$ cat config.mk
export PLATFORM = sky130hd
export DESIGN_NAME = logic_sweep_ctrl
export DESIGN_NICKNAME = d
export VERILOG_FILES = /design/src/rtl/logic_sweep_pkg.sv /design/src/rtl/logic_sweep_timer.sv /design/src/rtl/logic_sweep_ctrl.sv
export SDC_FILE = /design/constraint.sdc
export NUM_CORES = 1
export LEC_CHECK = 0
export ABC_AREA = 1
export BUFFER_PORTS_ARGS = -buffer_cell sky130_fd_sc_hd__buf_2
export CAP_MARGIN = 20
export CORE_MARGIN = 1
export CORE_UTILIZATION = 49
export DETAILED_ROUTE_END_ITERATION = 7
export PLACE_DENSITY = 0.75
export SLEW_MARGIN = 20
export SYNTH_ARGS = -nofsm -noshare
export SYNTH_HDL_FRONTEND = slang
export SYNTH_SLANG_ARGS = --single-unit
export TNS_END_PERCENT = 30
$ cat constraint.sdc
create_clock -name CLK -period 1.6 [get_ports CLK]
set_input_delay 0.4 -clock CLK [delete_from_list [all_inputs] [get_ports CLK]]
set_output_delay 0.4 -clock CLK [all_outputs]
set_load 0.03 [all_outputs]
$ cat src/rtl/logic_sweep_pkg.sv
// Shared types and helpers for the LOGIC gate-unit self-test sequencer.
package logic_sweep_pkg;

   typedef enum logic [1:0] {
      ST_IDLE  = 2'd0,
      ST_DRIVE = 2'd1,
      ST_CHECK = 2'd2,
      ST_DONE  = 2'd3
   } sweep_state_t;

   // Y0=AND, Y1=OR, Y2=XOR, Y3=NAND packed as {Y3,Y2,Y1,Y0} per vector {A,B}
   localparam logic [15:0] LOGIC_SWEEP_EXP_DEFAULT = 16'h3EE8;

   function automatic logic [3:0] nib(input logic [15:0] word, input logic [1:0] i);
      return word[4*i +: 4];
   endfunction

endpackage

$ cat src/rtl/logic_sweep_timer.sv
// Dwell counter: counts enabled cycles and pulses tc on the last cycle of each dwell.
module logic_sweep_timer #(
   parameter int unsigned DWELL = 4
) (
   input  logic clk,
   input  logic rst_n,
   input  logic clear,
   input  logic enable,
   output logic tc
);

   localparam int unsigned W = $clog2(DWELL + 1);
   localparam logic [W-1:0] LAST = W'(DWELL - 1);

   logic [W-1:0] cnt;

   assign tc = enable && (cnt == LAST);

   // Count while enabled, wrapping to zero at the terminal count
   always_ff @(posedge clk or negedge rst_n) begin
      if (!rst_n) begin
         cnt <= '0;
      end else if (clear) begin
         cnt <= '0;
      end else if (enable) begin
         cnt <= tc ? '0 : cnt + 1'b1;
      end
   end

endmodule

$ cat src/rtl/logic_sweep_ctrl.sv
// Self-test sequencer for the two-input LOGIC gate unit: sweeps {A,B} through
// 00..11, captures Y0..Y3 per vector and compares against EXP.
// Optional feature: define LOGIC_SWEEP_ERRCNT_EN to add the saturating ERR_CNT output.
module logic_sweep_ctrl
   import logic_sweep_pkg::*;
#(
   parameter int unsigned DWELL = 4,
   parameter logic [15:0] EXP   = LOGIC_SWEEP_EXP_DEFAULT
) (
   input  logic        CLK,
   input  logic        RST_N,
   input  logic        START,
   input  logic        ABORT,
   input  logic        Y0,
   input  logic        Y1,
   input  logic        Y2,
   input  logic        Y3,
   output logic        A,
   output logic        B,
   output logic        BUSY,
   output logic        DONE,
   output logic        PASS,
   output logic [3:0]  ERR_MASK,
   output logic [15:0] RESULT
`ifdef LOGIC_SWEEP_ERRCNT_EN
   ,
   output logic [7:0]  ERR_CNT
`endif
);

   sweep_state_t state, state_nxt;

   logic [1:0]  idx;
   logic [1:0]  ab;
   logic [15:0] result;
   logic [3:0]  err_mask;
   logic        pass;
   logic [3:0]  mismatch;
   logic        start_sweep;
   logic        capture;
   logic        check;
   logic        timer_en;
   logic        tc;

   assign timer_en = (state == ST_DRIVE) && !ABORT;

   logic_sweep_timer #(.DWELL(DWELL)) u_timer (
      .clk    (CLK),
      .rst_n  (RST_N),
      .clear  (start_sweep),
      .enable (timer_en),
      .tc     (tc)
   );

   // State register
   always_ff @(posedge CLK or negedge RST_N) begin
      if (!RST_N) state <= ST_IDLE;
      else        state <= state_nxt;
   end

   // Next-state and per-cycle control strobes; ABORT overrides everything
   always_comb begin
      state_nxt   = state;
      start_sweep = 1'b0;
      capture     = 1'b0;
      check       = 1'b0;
      if (ABORT) begin
         state_nxt = ST_IDLE;
      end else begin
         unique case (state)
            ST_IDLE, ST_DONE: begin
               if (START) begin
                  state_nxt   = ST_DRIVE;
                  start_sweep = 1'b1;
               end
            end
            ST_DRIVE: begin
               if (tc) begin
                  capture = 1'b1;
                  if (idx == 2'd3) state_nxt = ST_CHECK;
               end
            end
            ST_CHECK: begin
               check     = 1'b1;
               state_nxt = ST_DONE;
            end
            default: state_nxt = ST_IDLE;
         endcase
      end
   end

   // Per-vector nibble comparison against the expected word
   always_comb begin
      mismatch = '0;
      for (int unsigned k = 0; k < 4; k++) begin
         mismatch[k] = (nib(result, 2'(k)) != nib(EXP, 2'(k)));
      end
   end

   // Stimulus, capture and result registers
   always_ff @(posedge CLK or negedge RST_N) begin
      if (!RST_N) begin
         idx      <= '0;
         ab       <= '0;
         result   <= '0;
         err_mask <= '0;
         pass     <= 1'b0;
      end else if (ABORT) begin
         ab <= '0;
      end else if (start_sweep) begin
         idx      <= '0;
         ab       <= '0;
         result   <= '0;
         err_mask <= '0;
         pass     <= 1'b0;
      end else if (capture) begin
         result[4*idx +: 4] <= {Y3, Y2, Y1, Y0};
         if (idx != 2'd3) begin
            idx <= idx + 2'd1;
            ab  <= idx + 2'd1;
         end
      end else if (check) begin
         ab       <= '0;
         err_mask <= mismatch;
         pass     <= (result == EXP);
      end
   end

`ifdef LOGIC_SWEEP_ERRCNT_EN
   // Failed-sweep counter, saturating, cleared only by reset
   always_ff @(posedge CLK or negedge RST_N) begin
      if (!RST_N) begin
         ERR_CNT <= '0;
      end else if (check && (result != EXP) && (ERR_CNT != 8'hFF)) begin
         ERR_CNT <= ERR_CNT + 8'd1;
      end
   end
`endif

   assign A        = ab[1];
   assign B        = ab[0];
   assign BUSY     = (state == ST_DRIVE) || (state == ST_CHECK);
   assign DONE     = (state == ST_DONE);
   assign PASS     = pass;
   assign ERR_MASK = err_mask;
   assign RESULT   = result;

endmodule

==> results of run 1 <==
[worst paths after layout]
check                            start     endpoint  slack, ns  cells after the start
max reg2reg                   state[1]  ERR_MASK[2]       0.01                      8
min in group CLK                 ABORT     state[1]       0.36                      4
max in group asynchronous        RST_N     state[1]       1.07                      1
min reg2reg                ERR_MASK[0]  ERR_MASK[0]       0.48                      2
max                           state[1]         BUSY      -0.02                      3
min                              RST_N  ERR_MASK[3]       0.08                      1
[sequential cells by signal, indices dropped and copies added, names as in the netlist]
name         flops
ab               2
u_timer.cnt      3
state            2
ERR_MASK         4
idx              2
PASS             1
RESULT          16
[power by group through the flow]
stage,combinational (mW),clock [mW],sequential (mW)
final,1.68,0.616,0.970
after global routing,1.87,0.661,0.990
after CTS,1.61,0.628,0.969
after detailed placement,1.48,0,0.989
after global placement,1.46,0,0.985
after floorplan,0.959,0,1.13
[cell usage in the layout, fill, tap and decap left out, types with 2 or more instances in the layout]
cell type,netlist,layout
nand2_1,77,76
buf_2,2,30
dfrtp_1,30,29
nor2_1,19,19
nand4_1,18,18
buf_4,1,14
inv_1,14,13
nand3_1,12,11
nor3_1,10,10
ha_1,11,8
clkbuf_4,0,5
nand2_2,3,4
inv_2,2,3
buf_6,4,3
nor2_4,2,2
a21oi_1,3,2
a21oi_4,2,2
nand3b_1,2,2
o21ai_1,2,2
ha_4,0,2
[what timing repair did]
item,4_1_cts,5_1_grt
buffers inserted,2,3
gates cloned,0,0
endpoints found under the setup margin,6,29
resized for setup,8,8
pin swaps,2,2
[layout make-up]
cell class,count,share of cell area (%)
Clock inverter,1,1.37
Multi-Input combinational cell,165,41.8
Sequential cell,30,34.4
Inverter,17,3.26
Clock buffer,6,2.35
Timing Repair Buffer,48,14.1
Tap cell,46,2.63
[metrics by stage]
| stage | util [%] | setup WS (ns) |
|---|---|---|
| 2_1_floorplan | - | 0.0369 |
| 3_3_place_gp | 59.1 | 0.0565 |
| 3_5_place_dp | 59.1 | 0.00721 |
| 4_1_cts | 62.9 | -0.0393 |
| 5_1_grt | 64.5 | -0.0587 |
| 6_report | 64.5 | -0.0218 |
[synth_stat cells, drive strengths merged]
cell     n  area, sq um
ha      11          138
nand3b   2         15.0
or2      1         6.26
nand4   18          113
o21ai    2         10.0
inv     17         66.3
buf      7         62.6
clkbuf   1         3.75
nand3   12         60.1
nand2   80          308
nor3    10         50.1
nor2    23          120
a211oi   1         7.51
a21oi    5         47.5
dfrtp   30          751
[worst max-delay path: cells and delay by family, from the launching register on]
kind	cells	cell delay, ns
fa+ha+maj	1	0.28
flops	1	0.45
buf+inv	2	0.17
[layer usage]
metal / vias to the layer above / wire length, um
li1: 813 / -
met1: 730 / 1880
met2: 44 / 1630
met3: 8 / 162
met4: 0 / 64
met5: - / 0
[cell families (layout without fill, tap and decap cells)]
kind of cell | count (synthesis) | in the layout | share of synthesized area [%]
AND/OR/NAND/NOR | 146 | 146 | 38.2
AO/OA/AOI/OAI | 8 | 8 | 3.70
adder cells (fa/ha/maj) | 11 | 11 | 7.83
flip-flops | 30 | 30 | 42.7
buffers and inverters | 25 | 72 | 7.54
==> results.cfg, run 1 <==
[clock_tree]
clk_pin_slew_ns = 0.09
root_buffer = clkbuf_4
numCtsBuffers = 5
cts_max_level = 2
tritoncts = done
cts_sinks = 30
ctsHoldBuffers = 0
cts_buffer_depth = 2
insertion_delay_ns = 0.33

[placed_design]
gp_congestion = 0.871
hpwl_um = 2680
port_buffers = 32
dp_cells = 301
dpl_cell_area_sq_um = 2000

[synth]
synth_cell_types = 24
synth_warnings = 0
avgSynthCellArea_sq_um = 7.99
ys_ff_latch = 30
ys_seq_area_share_pct = 42.7
syn_nets = 239
synthCells = 220
synth_area_sq_um = 1760

[timing]
timing.final.ws_setup_ns = -0.0218
setup_tns_ns = -0.0218
hold_viol = 0
rsz0062_at_grt = yes
fin_crit_ns = 1.62
setup_viol = 1
post-route-period-util_pct = 101
clock-skew-final_ns = 0.00613
clock.fmax_mhz = 617
maxSlewHeadroom_pct = 57.3
hold_ws_ns = 0.0776
final_max_slew_viol_count = 0
worstMarginPinSlew_ns = 0.640

[power_and_ir_drop]
switchingPower_mw = 1.41
p_int_mw = 1.86
p_sw_share_pct = 43.1
vdd_ir_drop_max_mv = 0.802
p_per_area_nw_per_um2 = 1490
fin_total_pwr_mw = 3.26
p_leak_nw = 1.18
clock_power_share_pct = 18.9
p_comb_share_pct = 51.4
seq_power_share_pct = 29.7

[die]
io-pin-count = 33
die-width_um = 61.9
core_area_sq_um = 3390
die_h_um = 61.9
start_util_pct = 51.9
dieArea_sq_um = 3830
placementRows = 21

[routing]
wl_um = 3730
ant_nets = 0
vias = 1595
drt_iter0_drc = 80
via_per_inst = 5.10
drc = 0
wire_per_inst_um = 11.9
dr.pass1.iters = 4

[finish]
multi_input_area_sq_um = 913
regArea_sq_um = 752
nNetsFinal = 286
n_antenna_cell = 0
fill_cells = 294
area_growth_pct = 24.3
drive_gt1_share_pct = 28.1
instances_no_fill = 313
final_area_sq_um = 2180

[grt]
grt_pass1_wl_um = 5910
gr-total-overflow = 0
grt_max_degree = 31
grtUsageTotal_pct = 21.8
busiest_layer = met2
grt_use_met2_pct = 32.0
grt_pass1_vias = 1346
grtUsageMet3_pct = 5.59
grtUsageMet1_pct = 30.1
antenna_found_initial = 0

[worst_setup_path]
worstPathArrival_ns = 1.22
slowest_stage = dfrtp_2
cp-end-kind = output port
worstPathRequired_ns = 1.20
worstPathMaxFanout = 4
max_stage_delay_ns = 0.45
crit_path_cell_trace = ha_4 > inv_2 > buf_6
setup.worst_path.class = flop to output port
startpoint_type = flop

[status]
status = complete, but fails checks
violations = setup timing

[worst_hold_path]
hold_path.class = primary input to async pin

[flow_run]
maxCapViolCount = 0
Power figures use the tool's default switching activity.
==> run 2: changes to the inputs <==
--- a/config.mk
+++ b/config.mk
@@ -12,6 +12,7 @@
 export CORE_UTILIZATION = 49
 export DETAILED_ROUTE_END_ITERATION = 7
 export PLACE_DENSITY = 0.75
+export SETUP_SLACK_MARGIN = 0.1
 export SLEW_MARGIN = 20
 export SYNTH_ARGS = -nofsm -noshare
 export SYNTH_HDL_FRONTEND = slang
==> constraint.sdc (replaced) <==
create_clock -name CLK -period 1.3 [get_ports CLK]
set_input_delay 0.325 -clock CLK [delete_from_list [all_inputs] [get_ports CLK]]
set_output_delay 0.325 -clock CLK [all_outputs]
set_load 0.03 [all_outputs]
==> run 2 against run 1 <==
Compared with the run above: the run still ends with setup timing left; combinational power is 76% higher; sequential power is 25% higher; power is 58% higher; cell area is 22% higher; die area stayed put; via count is 9.0% higher; critical path type unchanged; highest routed layer unchanged.
==> results.cfg, run 2 (synthesis gave the netlist of run 1 again) <==
[finish]
final_common_cell = nand2_1
final_util_pct = 78.7
drive_gt1_share_pct = 39.5
final_cell_mix = nand2_1, buf_4, dfrtp_1, buf_6
n_antenna_cell = 0
instances_no_fill = 340
largest_reg_flops = 16
nNetsFinal = 312
area_growth_pct = 51.7
final_area_sq_um = 2670

[timing]
setup_tns_ns = -7.51
setup_viol = 32
rsz0062_at_grt = yes
post-route-period-util_pct = 129
hold_ws_ns = 0.327
fin_crit_ns = 1.68
timing.final.ws_setup_ns = -0.380
clock-skew-final_ns = 0.00832
worstMarginPinSlew_ns = 0.260
final_max_slew_viol_count = 0
hold_viol = 0
maxSlewHeadroom_pct = 82.7
clock.fmax_mhz = 595

[grt]
grt_pass1_wl_um = 6930
gr-total-overflow = 0
grtUsageTotal_pct = 25.5
antenna_found_initial = 0
grt_pass1_vias = 1577
grt_max_degree = 31

[routing]
ant_nets = 0
drt_iter0_drc = 122
via_per_inst = 5.11
wire_per_inst_um = 13.7
wl_um = 4660
vias = 1739
drc = 0
dr.pass1.iters = 4

[power_and_ir_drop]
vdd_ir_drop_max_mv = 1.29
p_leak_nw = 1.37
p_per_area_nw_per_um2 = 1930

[flow_run]
maxCapViolCount = 0

[placed_design]
dpl_cell_area_sq_um = 2230
port_buffers = 32
dp_cells = 321
hpwl_um = 2990
gp_congestion = 0.818

[worst_setup_path]
setup.worst_path.class = flop to output port
worstPathRequired_ns = 0.98
max_stage_delay_ns = 0.40
cpMostUsedCell = buf_6
worstPathArrival_ns = 1.36
crit_path_cell_trace = inv_2 > ha_4 > buf_6 > inv_4 > buf_6
cp-end-kind = output port
worstPathMaxFanout = 3
slowest_stage = dfrtp_1
startpoint_type = flop

[die]
dieArea_sq_um = 3830
placementRows = 21
start_util_pct = 51.9
io-pin-count = 33
die_h_um = 61.9
die-width_um = 61.9
core_area_sq_um = 3390

[status]
violations = setup timing
status = complete, but fails checks

[clock_tree]
cts_buffer_depth = 2
numCtsBuffers = 5
cts_max_level = 2
clk_pin_slew_ns = 0.10
root_buffer = clkbuf_4
insertion_delay_ns = 0.35
tritoncts = done
cts_sinks = 30

[worst_hold_path]
hold_path.class = primary input to flop
-- run 2: layout make-up --
type / count / area (sq um)
fill: 218 / 722
clock inverter: 2 / 60.1
timing repair buffer: 74 / 691
tap: 46 / 57.6
inverter: 17 / 81.3
sequential: 30 / 752
multi-input combinational: 165 / 975
clock buffer: 6 / 51.3
-- run 2: metrics by stage --
step | setup slack (ns) | total power [mW]
detailed placement | -0.153 | 3.53
global route | -0.411 | 5.44
floorplan | -0.137 | 2.75
global placement | -0.131 | 3.49
finish | -0.380 | 5.16
CTS | -0.365 | 4.96
-- run 2: path summary, 6_finish.rpt --
path                        startpoint        endpoint  slack (ns)  cells after the start
setup / recovery              state[0]            BUSY       -0.38                      5
hold / removal                      Y3      RESULT[11]        0.33                      5
max in group asynchronous        RST_N        state[1]        0.67                      3
hold reg to reg            ERR_MASK[1]     ERR_MASK[1]        0.49                      2
setup reg to reg              state[0]       RESULT[3]       -0.26                      9
min in group asynchronous        RST_N  u_timer.cnt[2]        0.44                      3
-- run 2: timing repair --
action / in CTS / in global routing
hold buffers: 1 / 0
gates cloned: 2 / 1
pin swaps: 6 / 14
resized for setup: 40 / 49
endpoints found under the setup margin: 55 / 55
buffers inserted: 5 / 2
hold endpoints to repair: 30 / 0
-- run 2: worst max-delay path: cells and delay by family (launching register included) --
kind / cells / cell delay (ns)
DFF: 1 / 0.40
adders and majority gates: 1 / 0.28
buffers and inverters: 4 / 0.32
-- run 2: per-layer routing --
layer  GRT usage (%)  vias to the layer above  part of all wire (%)
li1                -                      866                     -
met1            33.3                      804                    45
met2            41.3                       59                    49
met3            5.80                       10                   4.8
met4            9.52                        0                   1.6
met5               0                        -                     0
-- run 2: power breakdown --
group / switching (mW) / internal [mW] / leakage, nW / total, mW
logic: 1.62 / 1.33 / 0.906 / 2.95
registers: 0.114 / 1.10 / 0.403 / 1.21
clock network: 0.351 / 0.651 / 0.0585 / 1.00
total: 2.09 / 3.07 / 1.37 / 5.16
==> run 3: changes to the inputs <==
--- a/config.mk
+++ b/config.mk
@@ -12,9 +12,7 @@
 export CORE_UTILIZATION = 49
 export DETAILED_ROUTE_END_ITERATION = 7
 export PLACE_DENSITY = 0.75
-export SETUP_SLACK_MARGIN = 0.1
 export SLEW_MARGIN = 20
 export SYNTH_ARGS = -nofsm -noshare
 export SYNTH_HDL_FRONTEND = slang
 export SYNTH_SLANG_ARGS = --single-unit
-export TNS_END_PERCENT = 30
==> run 3 against run 2 <==
Compared with the run above: the run still ends with setup timing left; cell area decreased by 0.89%; worst setup slack improved by 0.023 ns; first-iteration DRC count shrank 49%; power decreased by 6.2%; global-route usage fell by 0.49 points; clock skew is 0.0036 ns higher; wire length rose by 1.5%; sequential share of layout area grew 0.25 points.
==> results.cfg, run 3 (synthesis gave the netlist of run 1 again) <==
[flow_run]
maxCapViolCount = 0

[timing]
setup_viol = 32
fin_crit_ns = 1.66
maxSlewHeadroom_pct = 76.6
final_max_slew_viol_count = 0
clock.fmax_mhz = 603
setup_tns_ns = -8.56
rsz0062_at_grt = yes
hold_viol = 0
worstMarginPinSlew_ns = 0.350
post-route-period-util_pct = 127
timing.final.ws_setup_ns = -0.357
clock-skew-final_ns = 0.0119

[grt]
grt_pass1_wl_um = 6870
grt_pass1_vias = 1529
antenna_found_initial = 0
grt_max_degree = 31
busiest_layer = met2
grt_use_met2_pct = 40.4
gr-total-overflow = 0
grtUsageMet1_pct = 33.8
grtUsageMet3_pct = 4.97
grtUsageTotal_pct = 25.0

[placed_design]
dp_cells = 321
hpwl_um = 2950
pre_cts_ws_ns = -0.143
gp_congestion = 0.817
dpl_cell_area_sq_um = 2230
port_buffers = 32

[power_and_ir_drop]
clock_power_share_pct = 12.4
fin_total_pwr_mw = 4.84
p_int_mw = 2.71
p_per_area_nw_per_um2 = 1830
seq_power_share_pct = 24.7
p_sw_share_pct = 43.9
p_comb_share_pct = 62.8
switchingPower_mw = 2.13
vdd_ir_drop_max_mv = 1.28
p_leak_nw = 1.37

[clock_tree]
root_buffer = clkbuf_4
tritoncts = done
numCtsBuffers = 5
insertion_delay_ns = 0.34
cts_max_level = 2
cts_buffer_depth = 2
cts_sinks = 30
clk_pin_slew_ns = 0.10

[die]
dieArea_sq_um = 3830
placementRows = 21
die_h_um = 61.9
start_util_pct = 51.9
die-width_um = 61.9
core_area_sq_um = 3390
io-pin-count = 33

[worst_setup_path]
startpoint_type = flop
setup.worst_path.class = flop to flop
worstPathMaxFanout = 6
cp-end-kind = flop
worstPathArrival_ns = 1.88
worstPathRequired_ns = 1.52

[routing]
wl_um = 4720
vias = 1780
dr.pass1.iters = 4
drc = 0
wire_per_inst_um = 13.8
drt_iter0_drc = 62
ant_nets = 0
via_per_inst = 5.19

[finish]
final_cell_mix = nand2_1, buf_4, dfrtp_1, buf_2, nand4_1
final_area_sq_um = 2640
drive_gt1_share_pct = 43.8
final_common_cell = nand2_1
largest_reg_flops = 16
nNetsFinal = 315
area_growth_pct = 50.4
n_antenna_cell = 0
instances_no_fill = 343

[worst_hold_path]
hold_path.class = primary input to flop

[status]
status = complete, but fails checks
violations = setup timing
run 3: layer usage:
layer  up-vias  share of wire, %
li1        874                 -
met3        13               4.1
met2        57                49
met4         0               2.8
met1       836                44
met5         -                 0
run 3: repair_timing:
item | in CTS | in global routing
gates resized for setup | 25 | 40
setup buffers | 9 | 7
hold endpoints to repair | 30 | 0
cloned | 1 | 0
endpoints found under the setup margin | 31 | 39
hold buffers | 1 | 0
pin swaps | 12 | 25
run 3: metrics by stage:
step | utilization (%) | hold WS [ns]
after floorplan | - | 0.0294
after global placement | 65.9 | 0.288
after detailed placement | 65.9 | 0.288
after CTS | 72.9 | 0.314
after global routing | 78.0 | 0.327
final | 78.0 | 0.319
run 3: critical path, cell delays in order, from the launching register on:
cell and delay, ns:
dfrtp_1 0.40, inv_2 0.06, ha_4 0.27, buf_6 0.09
nand2_4 0.05, nor2_8 0.18, clkinv_8 0.12, buf_6 0.14
nand2_4 0.07, inv_2 0.04, nand2_1 0.05, nand2_1 0.06
run 3: path summary, 6_finish.rpt:
check,start,endpoint,slack [ns],cells after the start
min in group asynchronous,RST_N,state[0],0.46,3
min reg2reg,ERR_MASK[1],ERR_MASK[1],0.49,2
max in group asynchronous,RST_N,idx[1],0.66,3
max,state[0],idx[1],-0.36,11
max reg2reg,state[0],idx[1],-0.36,11
min,ABORT,state[1],0.32,4
run 3: layout make-up:
type	count	area (sq um)
well taps	46	57.6
clock buffers	7	55.1
repair buffers	77	643
flip-flops and latches	30	752
multi-input cells	165	1050
fillers	221	746
clock inverters	1	5.00
inverters	17	83.8
run 3: power groups by stage:
| stage | Combinational, mW | Sequential, mW | Clock [mW] |
|---|---|---|---|
| floorplan | 1.35 | 1.40 | 0 |
| global placement | 2.26 | 1.20 | 0 |
| detailed placement | 2.31 | 1.21 | 0 |
| CTS | 2.69 | 1.19 | 0.598 |
| global route | 3.29 | 1.22 | 0.651 |
| finish | 3.04 | 1.20 | 0.602 |
